==> config.mk <==
export PLATFORM = sky130hd
export DESIGN_NAME = mem_arbiter
export DESIGN_NICKNAME = d
export VERILOG_FILES = /design/src/rtl/memarb_pkg.sv /design/src/rtl/memarb_pick.sv /design/src/rtl/mem_arbiter.sv
export SDC_FILE = /design/constraint.sdc
export NUM_CORES = 1
export LEC_CHECK = 0
export CAP_MARGIN = 30
export CORE_AREA = 2 2 82 84
export DETAILED_ROUTE_END_ITERATION = 16
export DIE_AREA = 0 0 84 86
export GPL_TIMING_DRIVEN = 0
export PLACE_DENSITY = 0.85
export SLEW_MARGIN = 40
export SYNTH_ARGS = -nofsm -noshare
export SYNTH_HDL_FRONTEND = slang
export SYNTH_SLANG_ARGS = --single-unit
==> constraint.sdc <==
create_clock -name clock -period 2.4 [get_ports clock]
set_input_delay 0.36 -clock clock [delete_from_list [all_inputs] [get_ports clock]]
set_output_delay 0.36 -clock clock [all_outputs]
set_load 0.1 [all_outputs]
==> src/rtl/memarb_pkg.sv <==
// Shared types for the two-port memory bus arbiter.
// Port 0 is the CPU and port 1 is the DMA master.
package memarb_pkg;

   localparam int NUM_PORTS = 2;

   typedef logic [$clog2(NUM_PORTS)-1:0] port_t;

   localparam port_t P_CPU = port_t'(0);
   localparam port_t P_DMA = port_t'(1);

   typedef enum logic [1:0] {
      IDLE,
      GRANT,
      WAIT,
      DONE
   } state_t;

endpackage

==> src/rtl/memarb_pick.sv <==
// Winner selection between CPU and DMA requests: round-robin, or CPU-first with MEMARB_CPU_PRIORITY_EN.
// Latency: combinational, zero cycles.
// Backpressure: none here; the caller samples the result only while idle.
module memarb_pick
   import memarb_pkg::*;
(
   input  logic  i_req0,
   input  logic  i_req1,
   input  port_t i_last_grant,
   output logic  o_vld,
   output port_t o_port
);

   always_comb begin
      o_vld  = i_req0 | i_req1;
      o_port = P_CPU;
      if (i_req0 && i_req1) begin
`ifdef MEMARB_CPU_PRIORITY_EN
         o_port = P_CPU;
`else
         o_port = ~i_last_grant;
`endif
      end else if (i_req1) begin
         o_port = P_DMA;
      end
   end

endmodule

==> src/rtl/mem_arbiter.sv <==
// Serialises CPU/DMA accesses onto one byte-wide memory bus; MEMARB_CPU_PRIORITY_EN makes the CPU win ties.
// Latency: write ack 2 cycles, read ack 3+(READ_LATENCY-1) cycles after the request is sampled in IDLE.
// Backpressure: requesters hold req until their one-cycle ack; the loser of a tie simply waits.
module mem_arbiter
   import memarb_pkg::*;
#(
   parameter int READ_LATENCY = 1,
   parameter int AW           = 20,
   parameter int DW           = 8
) (
   input  logic          clock,
   input  logic          reset,
   input  logic          req0,
   input  logic [AW-1:0] addr0,
   input  logic [DW-1:0] wdata0,
   input  logic          we0,
   output logic          ack0,
   output logic [DW-1:0] rdata0,
   input  logic          req1,
   input  logic [AW-1:0] addr1,
   input  logic [DW-1:0] wdata1,
   input  logic          we1,
   output logic          ack1,
   output logic [DW-1:0] rdata1,
   output logic [AW-1:0] mem_address,
   output logic [DW-1:0] mem_wdata,
   output logic          mem_we,
   input  logic [DW-1:0] mem_rdata,
   output logic          busy
);

   localparam int CW = 3;

   state_t        r_state;
   port_t         r_port;
   port_t         r_last_grant;
   logic          r_we;
   logic [CW-1:0] r_cnt;

   logic          w_vld;
   port_t         w_port;

   memarb_pick u_pick (
      .i_req0       (req0),
      .i_req1       (req1),
      .i_last_grant (r_last_grant),
      .o_vld        (w_vld),
      .o_port       (w_port)
   );

   always_ff @(posedge clock or posedge reset) begin
      if (reset) begin
         r_state      <= IDLE;
         r_port       <= P_CPU;
         r_last_grant <= P_DMA;
         r_we         <= 1'b0;
         r_cnt        <= '0;
         ack0         <= 1'b0;
         ack1         <= 1'b0;
         rdata0       <= '0;
         rdata1       <= '0;
         mem_address  <= '0;
         mem_wdata    <= '0;
         mem_we       <= 1'b0;
         busy         <= 1'b0;
      end else begin
         ack0   <= 1'b0;
         ack1   <= 1'b0;
         mem_we <= 1'b0;
         case (r_state)
            IDLE: begin
               if (w_vld) begin
                  r_port       <= w_port;
                  r_last_grant <= w_port;
                  mem_address  <= (w_port == P_DMA) ? addr1  : addr0;
                  mem_wdata    <= (w_port == P_DMA) ? wdata1 : wdata0;
                  r_we         <= (w_port == P_DMA) ? we1    : we0;
                  // Strobe is registered here so it is high during GRANT only.
                  mem_we       <= (w_port == P_DMA) ? we1    : we0;
                  busy         <= 1'b1;
                  r_state      <= GRANT;
               end
            end
            GRANT: begin
               if (r_we) begin
                  ack0    <= (r_port == P_CPU);
                  ack1    <= (r_port == P_DMA);
                  r_state <= DONE;
               end else begin
                  r_cnt   <= CW'(READ_LATENCY - 1);
                  r_state <= WAIT;
               end
            end
            WAIT: begin
               if (r_cnt == '0) begin
                  if (r_port == P_DMA) begin
                     rdata1 <= mem_rdata;
                  end else begin
                     rdata0 <= mem_rdata;
                  end
                  ack0    <= (r_port == P_CPU);
                  ack1    <= (r_port == P_DMA);
                  r_state <= DONE;
               end else begin
                  r_cnt <= r_cnt - 1'b1;
               end
            end
            DONE: begin
               busy    <= 1'b0;
               r_state <= IDLE;
            end
            default: begin
               busy    <= 1'b0;
               r_state <= IDLE;
            end
         endcase
      end
   end

endmodule

==> metrics <==
status finished, final reports clean; Starting Density 39.9%; CTS Sinks 56; worst endpoint required time 2.59 ns; clk_skew 0.00915 ns; row cnt 29; # resized after CTS 0; wirelength, routed 6390 µm; Max-Cap Viols 0; ys async rst share 100%; all-layer global routing usage 18.1%; most used flip-flop cell after synthesis dfrtp_1; crit start category flip-flop; core box area 6280 µm²; Hold Path Class input pin to async pin; Post-synth EDFFs 0; XOR/XNOR Fraction of Synth Area 0%; reg2reg setup slack 0.48 ns; gpl congestion 0.800; largest family of logic cells by synthesized area compound AO/OA/AOI/OAI gates; Area contributors post-synth dfrtp_1, a21oi_1, mux2_2; Cells after Synth 253; Critical Path Fanout Max 8; first-pass GRT wire length 10600 µm; Final #Nets 454; CTS root buf clkbuf_8; Finished Layout Cells 456; worst-skew pair later-pin latency 0.30 ns; Max Clk Rate 522 MHz; synth warn 0; Slew @ Worst Pin 0.494 ns; vias in the first global route 2323; most frequent cells in the layout clkdlybuf4s50_1, a21oi_1, dfrtp_1; die height 86 µm; Synth Cell Area 2510 µm²; Ports 118; ratio of cells with drive above 1 in the final layout 22.2%; Placed Cells 448; worst hold slack 0.357 ns; Vias 2319; most common cell after layout, fill and taps aside clkdlybuf4s50_1; post-CTS setup buffer count 0; post-route clock period utilization 79.9%; Final Cell Area 3680 µm²; Syn-to-layout area delta 46.7%; RSZ-0062 raised after global routing no; number of synthesized register bits 56; sequential area share after synthesis 55.9%; DR iter-0 viols 90; Setup-failing EPs final 0; Die ar. 7220 µm²; average cell area after synthesis 9.91 µm²; HPWL after DPL 4840 µm; Post-Synth Simple-Gate Area 13.7%; leading area contributor after synthesis dfrtp_1; WS Path Type flip-flop to flip-flop; Hold-fix buffers, CTS 0; largest net degree at the start of global routing 34; Compound-Gate Fraction of Synth Area 16.2%; Worst-path clk slew 0.10 ns; total gr overflow 0; Pre-antenna DRT Iters 4; TritonCTS clock tree done; Fill cells 557; Arr. time, crit path 2.11 ns; placed inst area 3560 µm²; post-synthesis mux area share 8.03%; Tmin final 1.92 ns; vias per cell 5.09; RR Startpoint r_state[0]$_DFFE_PP0P_; Slew HR 67.1%; adder-cell share of the synthesized area 2.99%; ANT cells 0; Avg WL per Cell 14.0 µm; Post-route DRC 0; count of pins over their slew limit 0; CP Capture Type flip-flop; Die W 84 µm; CTS buffer count 5; Yosys cell types 34; Port-buffer cells 117; final hold vios 0; Syn Nets 329; H-Tree Depth 2; Final ANT Viol Nets 0; Crit Reg-Reg Endpoint rdata0[0]$_DFFE_PP0P_; initial antenna violation count 0; deepest clock path buffer count 2; Yosys top cell area share 54.9%; R2R depth 5
==> through the flow <==
| stage | worst slack (ns) | TNS, ns | util [%] |
|---|---|---|---|
| global placement | -0.355 | -19.39 | 60.1 |
| detailed placement | 0.439 | 0 | 56.7 |
| finish | 0.483 | 0 | 58.6 |
| CTS | 0.471 | 0 | 58.6 |
| global route | 0.278 | 0 | 58.6 |
| floorplan | 0.670 | 0 | - |
==> flip-flops by register name (all words and copies together), names as in the netlist, 2 cells and up <==
name         cells
mem_address     20
mem_wdata        8
rdata0           8
rdata1           8
r_cnt            3
r_state          2
==> Yosys cell counts (all sizes together), types with 2 or more instances <==
master,number
nor2b,2
inv,7
nor2,35
o311ai,2
mux2,17
ha,6
a21oi,58
o21ai,7
clkbuf,8
nor3,2
nand2,33
dfrtp,55
buf,4
==> logic make-up (layout without fill, tap and decap cells) <==
group           Yosys count  in the layout
fa+ha+maj                 6              6
mux                      18             18
simple gates             79             79
buf+inv                  19            145
flops                    56             56
compound gates           75             75
==> critical path, stage by stage, from the launching register on <==
cell and delay (ns):
dfrtp_1 0.43, inv_1 0.13, ha_1 0.32, inv_2 0.12, nor3_4 0.41, mux2_2 0.39
==> routing by layer <==
| metal | GRT usage (%) | vias up | wire, µm |
|---|---|---|---|
| li1 | - | 1111 | - |
| met1 | 22.7 | 1085 | 2790 |
| met2 | 31.1 | 109 | 3010 |
| met3 | 3.85 | 14 | 468 |
| met4 | 6.89 | 0 | 129 |
| met5 | 0 | - | 0 |
==> worst max-delay path by stage <==
stage	slack [ns]	endpoint	startpoint	depth (start not counted)
after global placement	-0.36	mem_address[11]$_DFFE_PP0P_	reset	2
after CTS	0.47	rdata0[0]$_DFFE_PP0P_	r_state[0]$_DFFE_PP0P_	5
after floorplan	0.67	ack0$_DFF_PP0_	reset	1
after detailed placement	0.44	busy$_DFFE_PP0P_	req1	5
final	0.48	rdata0[0]$_DFFE_PP0P_	r_state[0]$_DFFE_PP0P_	5
after global routing	0.28	rdata0[0]$_DFFE_PP0P_	r_state[0]$_DFFE_PP0P_	5
==> layout make-up <==
| cell class | instances | area (µm²) | area share (%) |
|---|---|---|---|
| Timing Repair Buffer | 118 | 951 | 25.9 |
| Inverter | 7 | 28.8 | 0.782 |
| Clock inverter | 2 | 38.8 | 1.05 |
| Sequential cell | 56 | 1400 | 38.1 |
| Tap cell | 77 | 96.3 | 2.62 |
| Multi-Input combinational cell | 178 | 1030 | 27.9 |
| Buffer | 12 | 52.6 | 1.43 |
| Clock buffer | 6 | 82.6 | 2.24 |
Power is not shown: default switching activity piles up to over one toggle a cycle in this logic, so the estimate is an artifact.
